==> src/rtl/uart_rx.sv <==
// ---------------------------------------------------------------------------
// uart_rx -- 16x-oversampled UART receiver
//
// Recovers frames from the serial line using the shared baud tick s_tick
// (16 pulses per bit period). Frame format: one start bit, DBIT data bits
// LSB first, an optional even-parity bit, and a stop bit of SB_TICK ticks.
// Each completed frame updates dout / frame_err / parity_err and raises
// rx_done_tick for exactly one clk.
//
// Optional feature macro: UART_RX_PARITY_EN
//   defined   : PARITY state between DATA and STOP, even parity checked
//   undefined : start/data/stop only, parity_err tied to 0
//
// Parameters:
//   DBIT     data bits per frame (5..8)
//   SB_TICK  s_tick count for the stop bit (16/24/32 = 1/1.5/2 stop bits)
//
// Ports:
//   clk           system clock
//   reset_n       synchronous active-low reset
//   s_tick        baud tick, one clk wide, 16 per bit period
//   rx            asynchronous serial line, idle high
//   rx_done_tick  one-cycle pulse: frame complete, dout valid
//   dout          last received data word
//   frame_err     stop bit sampled low on last frame
//   parity_err    parity mismatch on last frame
// ---------------------------------------------------------------------------
module uart_rx #(
    parameter int DBIT    = 8,
    parameter int SB_TICK = 16
) (
    input  logic            clk,
    input  logic            reset_n,
    input  logic            s_tick,
    input  logic            rx,
    output logic            rx_done_tick,
    output logic [DBIT-1:0] dout,
    output logic            frame_err,
    output logic            parity_err
);

    localparam int NW = (DBIT > 1) ? $clog2(DBIT) : 1;

    localparam logic [4:0]    S_MID    = 5'd7;
    localparam logic [4:0]    S_LAST   = 5'd15;
    localparam logic [4:0]    S_STOP   = 5'(SB_TICK - 1);
    localparam logic [NW-1:0] N_LAST   = NW'(DBIT - 1);

    typedef enum logic [2:0] {
        IDLE,
        START,
        DATA,
`ifdef UART_RX_PARITY_EN
        PARITY,
`endif
        STOP
    } state_t;

    state_t          state;
    logic [4:0]      s;
    logic [NW-1:0]   n;
    logic [DBIT-1:0] shift;
    logic [1:0]      rx_sync;
    logic            rx_s;

    // rx_sync[1] is the metastability-safe copy of the line, 2 clk behind rx
    assign rx_s = rx_sync[1];

`ifdef UART_RX_PARITY_EN
    logic par_bit;
`else
    assign parity_err = 1'b0;
`endif

    always_ff @(posedge clk) begin
        if (!reset_n) begin
            state        <= IDLE;
            s            <= '0;
            n            <= '0;
            shift        <= '0;
            rx_sync      <= 2'b11;
            rx_done_tick <= 1'b0;
            dout         <= '0;
            frame_err    <= 1'b0;
`ifdef UART_RX_PARITY_EN
            par_bit      <= 1'b0;
            parity_err   <= 1'b0;
`endif
        end else begin
            rx_sync      <= {rx_sync[0], rx};
            rx_done_tick <= 1'b0;

            case (state)
                // Leaving IDLE does not wait for a tick; the falling edge
                // alone starts the start-bit timer.
                IDLE: begin
                    if (!rx_s) begin
                        state <= START;
                        s     <= '0;
                    end
                end

                // Re-check the line at mid start bit so short glitches
                // (or a stuck-low line after a bad stop bit) are rejected
                // unless still low here.
                START: begin
                    if (s_tick) begin
                        if (s == S_MID) begin
                            if (!rx_s) begin
                                state <= DATA;
                                s     <= '0;
                                n     <= '0;
                            end else begin
                                state <= IDLE;
                            end
                        end else begin
                            s <= s + 5'd1;
                        end
                    end
                end

                // s is now aligned to mid-bit; every 16 ticks is the next
                // bit centre. Data arrives LSB first, so shift right.
                DATA: begin
                    if (s_tick) begin
                        if (s == S_LAST) begin
                            s     <= '0;
                            shift <= {rx_s, shift[DBIT-1:1]};
                            if (n == N_LAST) begin
`ifdef UART_RX_PARITY_EN
                                state <= PARITY;
`else
                                state <= STOP;
`endif
                            end else begin
                                n <= n + 1'b1;
                            end
                        end else begin
                            s <= s + 5'd1;
                        end
                    end
                end

`ifdef UART_RX_PARITY_EN
                PARITY: begin
                    if (s_tick) begin
                        if (s == S_LAST) begin
                            s       <= '0;
                            par_bit <= rx_s;
                            state   <= STOP;
                        end else begin
                            s <= s + 5'd1;
                        end
                    end
                end
`endif

                // Results are committed together with the pulse; a bad stop
                // bit still delivers the word, only flagged.
                STOP: begin
                    if (s_tick) begin
                        if (s == S_STOP) begin
                            state        <= IDLE;
                            s            <= '0;
                            dout         <= shift;
                            frame_err    <= ~rx_s;
                            rx_done_tick <= 1'b1;
`ifdef UART_RX_PARITY_EN
                            // even parity: data XOR parity bit must be 0
                            parity_err   <= (^shift) ^ par_bit;
`endif
                        end else begin
                            s <= s + 5'd1;
                        end
                    end
                end

                default: state <= IDLE;
            endcase
        end
    end

endmodule
==> config.mk <==
export PLATFORM = sky130hd
export DESIGN_NAME = uart_rx
export DESIGN_NICKNAME = d
export VERILOG_FILES = /design/src/rtl/uart_rx.sv
export SDC_FILE = /design/constraint.sdc
export NUM_CORES = 1
export LEC_CHECK = 0
export BUFFER_PORTS_ARGS = -buffer_cell sky130_fd_sc_hd__buf_2
export CAP_MARGIN = 25
export CORE_MARGIN = 4
export CORE_UTILIZATION = 30
export DETAILED_ROUTE_END_ITERATION = 10
export MAX_ROUTING_LAYER = met4
export PLACE_DENSITY = 0.43
export SYNTH_ARGS = -nofsm -noshare
export SYNTH_HDL_FRONTEND = slang
export SYNTH_SLANG_ARGS = --single-unit
export TNS_END_PERCENT = 5
==> constraint.sdc <==
create_clock -name clk -period 1.9 [get_ports clk]
set_clock_uncertainty 0.1 [all_clocks]
set_input_delay 0.475 -clock clk [delete_from_list [all_inputs] [get_ports clk]]
set_output_delay 0.475 -clock clk [all_outputs]
set_load 0.05 [all_outputs]
==> flow_metrics.tcl <==
set metrics [dict create \
    dpl_cell_area_um2 1424 \
    ctsHoldBuffers 0 \
    final.setup.tns_ps 0 \
    yosys.area_share.simple_pct 17.90 \
    layout_setup_ws_ps 141.1 \
    critPathTopFamily "simple AND/OR/NAND/NOR gates" \
    fillers 408 \
    clock.fmax_mhz 568.5 \
    hold_path_class "primary input to flop" \
    ys_seq_area_share_pct 45.71 \
    grt-ovfl-total 0 \
    cp.depth 5 \
    synth_cells 135 \
    cts_buffer_depth 2 \
    grt_pass1_wl_um 4505 \
    dieArea_um2 5502 \
    critPathMaxStageDelay_ps 570 \
    regToRegStartpoint "s[0]" \
    finish.instance_area_um2 1536 \
    multiInputGateArea_um2 639.4 \
    num_vias 974 \
    path_clk_slew_ps 60 \
    drc 0 \
    start_util_pct 31.92 \
    power.total_mw 1.319 \
    synth.area.mux_share_pct 15.43 \
    drt_iter0_markers 89 \
    crit_end "dout[7]" \
    rsz0062_at_grt "true" \
    io_pins 15 \
    drtPass1Iterations 4 \
    required_ps 1960 \
    worst-r2r-setup-slack_ps 140 \
    wirelength_um 2524 \
    post_cts_buffers 0 \
    grt_max_degree 21 \
    hold_violations 0 \
    cts.sinks 30 \
    ff_latch_area_um2 600.6 \
    finalSetupViolCount 0 \
    cts_buffers 5 \
    finalCriticalPeriod_ps 1759 \
    synth_top_family_by_area "simple AND/OR/NAND/NOR gates" \
    ant_nets 0 \
    gp_congestion 0.8140 \
    path_max_fanout 10 \
    syn-cell-area_um2 1314 \
    syn_nets 143 \
    cp-start-kind "flop" \
    die_w_um 74.18 \
    yosysWarnings 0 \
    instances_no_fill 200 \
    clk_latency_ps 270 \
    drive_gt1_share_pct 21.33 \
    tritoncts "done" \
    peakVddDrop_uv 383.4 \
    maxCapViolations 0 \
    ys_ff_latch 30 \
    clockRootBuffer "clkbuf_8" \
    ff2ff_path_depth 5 \
    nets 158 \
    diodes 0 \
    rows 23 \
    dp.cells 193 \
    dp_hpwl_um 1817 \
    crit_slowest_cell "or4_4" \
    outcome "finished clean" \
    synth_fa_ha_area_share_pct 3.810 \
    post_cts_resized 0 \
    utilization_pct 37.34 \
    wl_per_cell_um 12.62 \
    port_buffers 13 \
    die_y_um 74.18 \
    syn2layout_area_growth_pct 16.95 \
    place_ws_ps 143.5 \
    synth_compound_area_share_pct 10.10 \
    grtUsageTotal_pct 10.96 \
    avgSynthCellArea_um2 9.732 \
    power.density_nw_per_um2 858.4 \
    antenna_found_initial 0 \
    leakage_nw 0.7008 \
    critical_path.endpoint_type "flop" \
    synthXorXnorAreaFrac_pct 0.6667 \
    finalCritPeriodShare_pct 92.57 \
    ys_types 36 \
    worst_hold_slack_ps 286.3 \
    cp.arrival_ps 1820 \
    crit_start "s[0]" \
    path_buf_inv 0 \
    first_global_vias 952 \
    core_um2 4115 \
    via_per_inst 4.870 \
    h-tree-depth 2 \
    timing.rr.end "dout[7]" \
    worstPathCellList "ha_1 -> nand3_1 -> or4_4 -> mux2i_1 -> nor2_1" \
    slew_viol_final 0 \
    crit_type "flop to flop" \
]
-- worst min path at each step --
stage | depth (start not counted) | slack [ps] | to | startpoint
2_1_floorplan | 1 | 290 | rx_sync[1] | rx_sync[0]
3_3_place_gp | 1 | 290 | rx_sync[1] | rx_sync[0]
3_5_place_dp | 1 | 290 | rx_sync[1] | rx_sync[0]
4_1_cts | 2 | 280 | rx_sync[0] | rx
5_1_grt | 2 | 280 | rx_sync[0] | rx
6_report | 2 | 290 | rx_sync[0] | rx
-- registers in the layout, indices dropped and copies added, names as in the netlist --
| signal | flops |
|---|---|
| state | 2 |
| s | 5 |
| rx_done_tick | 1 |
| frame_err | 1 |
| dout | 8 |
| rx_sync | 2 |
| n | 3 |
| shift | 8 |
-- synthesized netlist by cell type (all sizes together) --
cell | number | share of area [%]
a21oi | 3 | 1.1
a22o | 4 | 2.7
a31oi | 2 | 0.95
a32o | 1 | 0.76
a32oi | 1 | 0.67
a41oi | 1 | 0.67
and3b | 1 | 0.67
and4 | 1 | 0.67
buf | 6 | 3.5
clkbuf | 4 | 1.1
conb | 1 | 0.29
dfxtp | 30 | 46
ha | 4 | 3.8
inv | 5 | 1.4
mux2 | 2 | 1.7
mux2i | 18 | 14
nand2 | 5 | 1.4
nand2b | 2 | 0.95
nand3 | 4 | 1.5
nand4 | 2 | 0.95
nand4b | 1 | 0.67
nor2 | 25 | 7.1
nor3b | 1 | 0.95
nor4 | 2 | 0.95
nor4b | 1 | 0.67
o211ai | 1 | 0.57
o21ba | 1 | 0.76
o22ai | 1 | 0.48
o311a | 1 | 0.76
o32ai | 1 | 0.67
or2 | 1 | 0.48
or4 | 1 | 0.86
xnor2 | 1 | 0.67
-- layout by cell type, fill, tap and decap left out, drive strengths merged, types with 3 or more instances in the layout --
| master | instances |
|---|---|
| dfxtp | 30 |
| nor2 | 25 |
| mux2i | 18 |
| buf | 18 |
| clkbuf | 6 |
| nand2 | 5 |
| inv | 5 |
| nand3 | 4 |
| a22o | 4 |
| ha | 4 |
| a21oi | 3 |
-- kinds of logic (layout without fill, tap and decap cells) --
group                    after synthesis  in the layout
AND/OR/NAND/NOR                       47             47
flip-flops                            30             30
multiplexers                          20             20
AO/OA/AOI/OAI                         17             17
buffers and inverters                 15             30
adder cells (fa/ha/maj)                4              4
other                                  1              1
XOR/XNOR                               1              1
-- power by group --
part | internal [mW] | switching [mW] | total, mW
registers | 0.633 | 0.00521 | 0.638
logic | 0.0140 | 0.0298 | 0.0439
clock network | 0.419 | 0.218 | 0.637
total | 1.07 | 0.253 | 1.32
-- cell type report --
type,count,area share (%)
well taps,50,4.072
repair buffers,18,6.678
flip-flops and latches,30,39.09
multi-input cells,90,41.61
clock inverters,1,1.954
clock buffers,6,5.375
inverters,5,1.222
-- metal layers --
layer / up-vias / wire length, um / track usage, %
li1: 502 / - / -
met1: 449 / 1227 / 14.16
met2: 18 / 1154 / 15.06
met3: 5 / 109 / 3.919
met4: 0 / 33 / 5.231
met5: - / 0 / -
No activity file was read; power rests on OpenSTA's default activity.
